File: src/rtl/pc_pkg.sv
// Shared types and defaults for the program-counter unit: FSM states, redirect encodings, vectors.
// Latency: none (declarations only).
// Backpressure: none (declarations only).
package pc_pkg;

    // Fetch sequencer states; pc_valid is asserted only while in ST_RUN.
    typedef enum logic [1:0] {
        ST_BOOT = 2'd0,
        ST_RUN  = 2'd1,
        ST_HALT = 2'd2
    } pc_state_t;

    // Encodings carried on redirect_kind; RK_RSVD behaves as "no redirect".
    typedef enum logic [1:0] {
        RK_BRANCH = 2'd0,
        RK_JUMP   = 2'd1,
        RK_JREG   = 2'd2,
        RK_RSVD   = 2'd3
    } redirect_kind_t;

    // Default vectors, held 64 bits wide so any WIDTH in 8..64 can truncate them.
    localparam logic [63:0] PC_RESET_VECTOR = 64'h0000_0000_0000_0000;
    localparam logic [63:0] PC_EXC_VECTOR   = 64'h0000_0000_8000_0180;
    localparam int          PC_INC          = 4;

    // Jump targets replace the low 28 address bits (26-bit index shifted left by 2).
    localparam int          PC_JUMP_LOW_BITS = 28;

endpackage

File: src/rtl/pc_target_calc.sv
// Combinational redirect target generator: branch, jump and jump-register targets.
// Latency: 0 cycles (pure combinational).
// Backpressure: none; target_vld is low for the reserved kind so the caller ignores it.
module pc_target_calc
    import pc_pkg::*;
#(
    parameter int WIDTH = 32,
    parameter int INC   = PC_INC
) (
    input  logic [1:0]       redirect_kind,
    input  logic [WIDTH-1:0] redirect_base,
    input  logic [WIDTH-1:0] redirect_imm,
    output logic [WIDTH-1:0] target,
    output logic             target_vld
);

    localparam logic [WIDTH-1:0] INC_W = WIDTH'(INC);

    // Narrow builds (WIDTH < 28) keep only the bits that exist; the mask covers
    // the jump's replaced low field clipped to the address width.
    localparam int               LOW_BITS = (WIDTH < PC_JUMP_LOW_BITS) ? WIDTH : PC_JUMP_LOW_BITS;
    localparam logic [WIDTH-1:0] LOW_MASK = {WIDTH{1'b1}} >> (WIDTH - LOW_BITS);

    logic [WIDTH-1:0] seq_pc;
    logic [WIDTH-1:0] imm_word;
    logic [WIDTH-1:0] branch_tgt;
    logic [WIDTH-1:0] jump_tgt;
    logic [WIDTH-1:0] jreg_tgt;

    // Candidate targets; all sums wrap modulo 2^WIDTH by construction.
    always_comb begin
        seq_pc     = redirect_base + INC_W;
        imm_word   = redirect_imm << 2;
        branch_tgt = seq_pc + imm_word;
        // imm_word bits [27:2] are redirect_imm[25:0]; upper bits come from the delay-slot PC.
        jump_tgt   = (seq_pc & ~LOW_MASK) | (imm_word & LOW_MASK);
        jreg_tgt   = {redirect_imm[WIDTH-1:2], 2'b00};
    end

    // Select the target for the requested kind.
    always_comb begin
        target     = seq_pc;
        target_vld = 1'b1;
        unique case (redirect_kind)
            RK_BRANCH: target = branch_tgt;
            RK_JUMP:   target = jump_tgt;
            RK_JREG:   target = jreg_tgt;
            default:   target_vld = 1'b0;
        endcase
    end

endmodule

File: src/rtl/pc_unit.sv
// Program counter with BOOT/RUN/HALT sequencing, redirects and (PC_EPC_EN) exception entry/return.
// Latency: 1 cycle from inputs to registered pc/pc_valid/epc.
// Backpressure: stall holds pc with pc_valid high; halt drops pc_valid until resume. Macro: PC_EPC_EN.
module pc_unit
    import pc_pkg::*;
#(
    parameter int          WIDTH        = 32,
    parameter logic [63:0] RESET_VECTOR = PC_RESET_VECTOR,
    parameter logic [63:0] EXC_VECTOR   = PC_EXC_VECTOR,
    parameter int          INC          = PC_INC
) (
    input  logic             clk,
    input  logic             reset_n,
    input  logic             stall,
    input  logic             halt,
    input  logic             resume,
    input  logic             redirect_valid,
    input  logic [1:0]       redirect_kind,
    input  logic [WIDTH-1:0] redirect_base,
    input  logic [WIDTH-1:0] redirect_imm,
`ifdef PC_EPC_EN
    input  logic             exc,
    input  logic             eret,
    output logic [WIDTH-1:0] epc,
`endif
    output logic [WIDTH-1:0] pc,
    output logic             pc_valid
);

    localparam logic [WIDTH-1:0] RST_PC = RESET_VECTOR[WIDTH-1:0];
    localparam logic [WIDTH-1:0] INC_W  = WIDTH'(INC);

    pc_state_t        state;
    pc_state_t        state_nxt;
    logic [WIDTH-1:0] pc_nxt;
    logic             pc_valid_nxt;
    logic [WIDTH-1:0] target;
    logic             target_vld;

    pc_target_calc #(
        .WIDTH (WIDTH),
        .INC   (INC)
    ) u_target_calc (
        .redirect_kind (redirect_kind),
        .redirect_base (redirect_base),
        .redirect_imm  (redirect_imm),
        .target        (target),
        .target_vld    (target_vld)
    );

`ifdef PC_EPC_EN
    localparam logic [WIDTH-1:0] EXC_PC = EXC_VECTOR[WIDTH-1:0];
    logic [WIDTH-1:0] epc_nxt;
`endif

    // Next state and next PC. Inside RUN: exc > halt > eret > redirect > stall > increment.
    // Halt wins over flow changes so the PC that is parked is the one already fetched.
    always_comb begin
        state_nxt = state;
        pc_nxt    = pc;
`ifdef PC_EPC_EN
        epc_nxt   = epc;
`endif
        unique case (state)
            ST_BOOT: begin
                // First fetch is the reset vector itself, so pc is left untouched.
                state_nxt = ST_RUN;
            end
            ST_RUN: begin
                if (halt) begin
                    state_nxt = ST_HALT;
`ifdef PC_EPC_EN
                end else if (eret) begin
                    pc_nxt = epc;
`endif
                end else if (redirect_valid && target_vld) begin
                    pc_nxt = target;
                end else if (!stall) begin
                    pc_nxt = pc + INC_W;
                end
            end
            ST_HALT: begin
                // Simultaneous halt and resume keeps the unit parked.
                if (resume && !halt) begin
                    state_nxt = ST_RUN;
                end
            end
            default: begin
                state_nxt = ST_BOOT;
                pc_nxt    = RST_PC;
            end
        endcase
`ifdef PC_EPC_EN
        // Exception entry overrides everything outside BOOT and also wakes a halted unit.
        if (exc && (state == ST_RUN || state == ST_HALT)) begin
            state_nxt = ST_RUN;
            pc_nxt    = EXC_PC;
            epc_nxt   = pc;
        end
`endif
        pc_valid_nxt = (state_nxt == ST_RUN);
    end

    // FSM state register.
    always_ff @(posedge clk or negedge reset_n) begin
        if (!reset_n) begin
            state <= ST_BOOT;
        end else begin
            state <= state_nxt;
        end
    end

    // Registered fetch address, request flag and saved exception PC.
    always_ff @(posedge clk or negedge reset_n) begin
        if (!reset_n) begin
            pc       <= RST_PC;
            pc_valid <= 1'b0;
`ifdef PC_EPC_EN
            epc      <= '0;
`endif
        end else begin
            pc       <= pc_nxt;
            pc_valid <= pc_valid_nxt;
`ifdef PC_EPC_EN
            epc      <= epc_nxt;
`endif
        end
    end

endmodule

File: config.mk
export PLATFORM = sky130hd
export DESIGN_NAME = pc_unit
export DESIGN_NICKNAME = d
export VERILOG_FILES = /design/src/rtl/pc_pkg.sv /design/src/rtl/pc_target_calc.sv /design/src/rtl/pc_unit.sv
export SDC_FILE = /design/constraint.sdc
export NUM_CORES = 1
export LEC_CHECK = 0
export ABC_AREA = 1
export CAP_MARGIN = 15
export CORE_ASPECT_RATIO = 2
export CORE_MARGIN = 8
export CORE_UTILIZATION = 50
export CTS_CLUSTER_DIAMETER = 40
export DETAILED_ROUTE_END_ITERATION = 8
export PLACE_DENSITY = 0.8
export SYNTH_ARGS = -nofsm -noshare
export SYNTH_HDL_FRONTEND = slang
export SYNTH_SLANG_ARGS = --single-unit
File: constraint.sdc
create_clock -name clk -period 1.6 [get_ports clk]
set_clock_uncertainty 0.2 [all_clocks]
set_input_delay 0.48 -clock clk [delete_from_list [all_inputs] [get_ports clk]]
set_output_delay 0.48 -clock clk [all_outputs]
set_load 0.005 [all_outputs]
==> impl_metrics.py, run 1 <==
metrics = {
    "outcome": {
        "status": "did not finish",
        "stop_stage": "global routing",
        "stop_error": "[ERROR GRT-0232] Routing congestion too high. Check the congestion heatmap in the GUI.",
    },
    "logic_synthesis": {
        "yosysUniqueCellTypes": 47,
        "avgSynthCellArea_um2": 5.727,
        "synth_simple_gate_area_share_pct": 46.17,
        "ys_ff_latch": 35,
        "synthesis.area_um2": 5767,
        "netlist_instances": 1007,
        "seq_area_frac_synth_pct": 15.19,
        "synth_nets": 1116,
        "synth_edf_count": 0,
        "yosys_warnings": 0,
        "synthMuxAreaShare_pct": 0,
        "synth_top_family_by_area": "simple AND/OR/NAND/NOR gates",
        "synthAdderAreaFrac_pct": 8.158,
        "synth-async-reset-ratio_pct": 100.0,
        "synth_compound_area_share_pct": 14.19,
        "synth_flop_cell": "dfrtp_1",
        "synth_xor_area_share_pct": 5.923,
    },
    "floorplanning": {
        "die_w_um": 91.94,
        "rows": 55,
        "pin_count": 105,
        "die_h_um": 167.9,
        "initial_core_util_pct": 51.10,
    },
    "clock_network": {
        "cts_made_buffers": 5,
        "clk_path_buf_depth": 2,
        "cts-root-buf": "clkbuf_16",
        "htree_num_levels": 2,
        "clkSinkCount": 35,
    },
    "place": {
        "place.gp.congestion": 1.010,
        "pre_cts_ws_ns": -2.283,
        "dp_hpwl_um": 20160,
        "port_buffers": 104,
    },
    "global_routing": {
        "grt_overflow": 1890,
        "grt_start_max_net_pins": 36,
        "grt_usage_pct": 97.28,
    },
    "timing": {
        "grt-worst-endpoint": "pc[21]$_DFFE_PN0P_/D",
        "worst_path_end_type": "sequential cell input",
    },
}
Yosys cell counts (5+ instances only):
cell      number  area [um2]
nand2_1      350        1314
inv_1        130       488.0
nor2_1        93       349.1
nand3_1       68       340.3
a21oi_1       67       335.3
ha_1          36       450.4
dfrtp_1       35       875.8
o21ai_0       34       170.2
xor2_1        25       219.0
nor3_1        20       100.1
nand4_1       18       112.6
a221oi_1      14       122.6
xnor2_1       14       122.6
clkbuf_1      10       37.54
nand2_2        9       56.30
nor3_2         8       80.08
nor2_2         7       43.79
nor2_4         7       78.83
inv_2          6       22.52
o21bai_1       6       45.04
o22ai_1        6       37.54
nand3b_1       5       37.54
per-layer routing:
metal	overflow	track usage (%)
met5	0	9.343
met4	261	106.9
met3	9	63.56
met2	1596	144.0
met1	24	80.72
stage by stage:
stage / instance area [um2] / utilization [%] / TNS [ns] / std cells
3_3_place_gp: 9026 / 79.98 / -57.16 / 1472
3_5_place_dp: 9026 / 79.98 / -59.60 / 1472
2_1_floorplan: 6075 / - / -24.84 / 1007
4_1_cts: 10160 / 90.02 / -32.56 / 1533
kinds of logic after synthesis:
family	Yosys count
AOI/OAI and AO/OA	141
xor gates and xnor gates	39
adders and majority gates	37
buffers and inverters	153
DFF	35
and+or+nand+nor	602
what timing repair did:
action / 4_1_cts
resized for setup: 368
setup buffers: 60
cloned: 3
hold buffers: 0
endpoints found under the setup margin: 65
hold endpoints to repair: 0
pin swaps: 115
==> inputs of run 2 (changes only) <==
Settings changed: CORE_ASPECT_RATIO 2 to default, CORE_UTILIZATION 50 to 40, CTS_CLUSTER_DIAMETER 40 to default, PLACE_DENSITY 0.8 to default, PLACE_DENSITY_LB_ADDON from default to 0.15.
Clock period 1.6 ns to 2.1 ns, I/O delays scaled along.
==> run 2 against run 1 <==
Against the previous run: the flow now finishes, with violations (negative setup slack); area after synthesis stayed put; synthesized cell count stayed put.
==> impl_metrics.py, run 2 <==
metrics = {
    "logic_synthesis": {
        "synth_commonest_cells": "nand2_1 (350), inv_1 (130), nor2_1 (93)",
        "synth_most_common_cell": "nand2_1",
        "ys_ff_latch": 35,
        "seq_area_frac_synth_pct": 15.19,
        "synthTopCellsByArea": "nand2_1 (23%), dfrtp_1 (15%), inv_1 (8.5%)",
        "synth_nets": 1116,
        "yosysTopAreaCellShare_pct": 22.78,
        "synth_area_leader_cell": "nand2_1",
        "avgSynthCellArea_um2": 5.727,
        "yosysUniqueCellTypes": 47,
        "synth_flop_cell": "dfrtp_1",
        "synth-async-reset-ratio_pct": 100.0,
        "synthesis.area_um2": 5767,
        "yosys_warnings": 0,
        "synth_edf_count": 0,
        "netlist_instances": 1007,
    },
    "final_layout": {
        "final_common_cell": "nand2_1",
        "fin_nets": 1445,
        "final_cell_mix": "nand2_1 (265), buf_4 (202), inv_1 (93)",
        "syn_to_final_growth_pct": 81.80,
        "top_regs": "pc: 32 flops, state: 2 flops, pc_valid: 1 flops",
        "utilization_pct": 73.24,
        "largest-register": "pc",
        "antennaDiodeCount": 0,
        "drive_gt1_share_pct": 43.31,
        "largest_register_ffs": 32,
    },
    "timing": {
        "tns_ns": -20.96,
        "setup_slack_ns": -0.9103,
        "slew_headroom_pct": 69.57,
        "final.period_utilization_pct": 143.3,
        "rsz0062_at_grt": "true",
        "tightest_slew_ns": 0.4557,
        "slew_violations": 0,
        "setup_viol": 31,
        "max_freq_mhz": 332.2,
        "hold_violations": 0,
        "fin_crit_ns": 3.010,
    },
    "detailed_routing": {
        "vias": 7997,
        "drc": 0,
        "wl_per_cell_um": 16.43,
        "ant_nets": 0,
        "via_per_inst": 5.258,
        "wirelength_um": 24980,
        "first_iter_violations": 650,
        "dr.pass1.iters": 8,
    },
    "floorplanning": {
        "rows": 44,
        "initial_core_util_pct": 40.29,
        "die_w_um": 136.1,
        "pin_count": 105,
        "core_um2": 14310,
        "die_area_um2": 18520,
        "die_h_um": 136.1,
    },
    "global_routing": {
        "grt_pass1_vias": 7619,
        "antenna_found_initial": 0,
        "grt_start_max_net_pins": 36,
        "grt_usage_pct": 25.36,
        "grt_pass1_wl_um": 37830,
        "grt_overflow": 0,
    },
    "clock_network": {
        "clkSinkCount": 35,
        "cts_hold_buf": 0,
        "clkTransAtPathRegs_ns": 0.06,
        "clk_path_buf_depth": 2,
        "cts_made_buffers": 5,
        "htree_num_levels": 2,
        "cts-root-buf": "clkbuf_16",
        "worstSkewPairLatency_ns": 0.29,
        "tritoncts": "yes",
    },
    "run": {
        "drv_cap": 0,
    },
    "worst_setup_path": {
        "critPathRequiredTime_ns": 2.07,
        "crit_arrival_ns": 2.98,
        "critPathMaxFanout": 4,
        "critPathLaunchType": "input pin",
        "path_class": "input pin to flip-flop",
        "cp-end-kind": "flip-flop",
    },
    "outcome": {
        "status": "complete, but fails checks",
        "violations": "negative setup slack",
    },
    "place": {
        "place.gp.congestion": 0.9439,
        "dp_hpwl_um": 18260,
        "port_buffers": 104,
    },
    "power": {
        "cellPowerDensity_nw_per_um2": 589.6,
        "leakagePower_nw": 5.056,
        "ir_drop_mv": 0.3981,
    },
    "min_path": {
        "hold_class": "flip-flop to flip-flop",
    },
}
run 2: area by class of cell:
class                           instances  area (um2)
Timing Repair Buffer                  338        2998
Sequential cell                        35       888.4
Multi-Input combinational cell        819        5655
Inverter                              137       538.0
Tap cell                              184       230.2
Fill cell                            1156        3830
Clock inverter                          2       35.03
Clock buffer                            6       138.9
run 2: where the power goes:
group | internal, mW | switching [mW] | total, mW
clock | 0.590 | 0.305 | 0.895
sequential | 0.961 | 0.336 | 1.30
combinational | 1.94 | 2.05 | 3.99
run 2: cell families after synthesis:
family                   Yosys count  share of synthesized area, %
AO/OA/AOI/OAI                    141                         14.19
XOR/XNOR                          39                         5.923
adder cells (fa/ha/maj)           37                         8.158
buffers and inverters            153                         10.37
flip-flops                        35                         15.19
AND/OR/NAND/NOR                  602                         46.17
run 2: critical path: stages:
cell and delay (ns):
buf_6 0.10, nand2_4 0.05, buf_4 0.14, nor4b_4 0.35, buf_4 0.20, xor2_4 0.09
ha_4 0.34, nand2_4 0.08, o21bai_1 0.22, nand3b_1 0.25, nand2_1 0.11, nand2_1 0.07
nand2_1 0.04, nand3_1 0.07, nand2_1 0.08, nand2_1 0.08, nand2_1 0.06
run 2: final timing paths:
path                              startpoint                  to  slack (ns)  cells past startpoint
min reg2reg                pc[0]$_DFFE_PN0P_   pc[0]$_DFFE_PN0P_        0.29                      2
min                        pc[0]$_DFFE_PN0P_   pc[0]$_DFFE_PN0P_        0.29                      2
max                         redirect_base[4]  pc[22]$_DFFE_PN0P_       -0.91                     17
max in group asynchronous            reset_n  pc[13]$_DFFE_PN0P_        0.95                      2
max reg2reg                pc[2]$_DFFE_PN0P_  pc[24]$_DFFE_PN0P_        0.10                     12
min in group asynchronous            reset_n  state[0]$_DFF_PN0_        0.52                      2
run 2: per-layer routing:
layer	GRT usage, %	wire (um)	vias to the layer above
met1	33.28	10600	3704
met2	43.36	12160	303
met3	1.959	1476	49
met5	0	0	-
met4	7.505	748	0
li1	-	-	3941
run 2: what timing repair did:
| action | CTS | global route |
|---|---|---|
| pin swaps | 127 | 76 |
| setup buffers | 42 | 16 |
| gates cloned | 1 | 0 |
| hold endpoints to repair | 0 | 0 |
| setup endpoints to repair | 48 | 40 |
| resized for setup | 301 | 121 |
run 2: per-stage QoR:
stage / hold slack (ns) / total power, mW / cell area, um2 / setup slack [ns] / std cells
after floorplan: 0.1344 / 2.976 / 6075 / -0.7491 / 1007
after global placement: 0.2681 / 4.535 / 8648 / -1.731 / 1455
after detailed placement: 0.2785 / 4.566 / 8648 / -1.756 / 1455
after CTS: 0.2888 / 5.877 / 9908 / -0.8413 / 1506
after global routing: 0.3243 / 6.592 / 10480 / -1.089 / 1521
final: 0.2881 / 6.182 / 10480 / -0.9103 / 1521
Power figures use the tool's default switching activity.
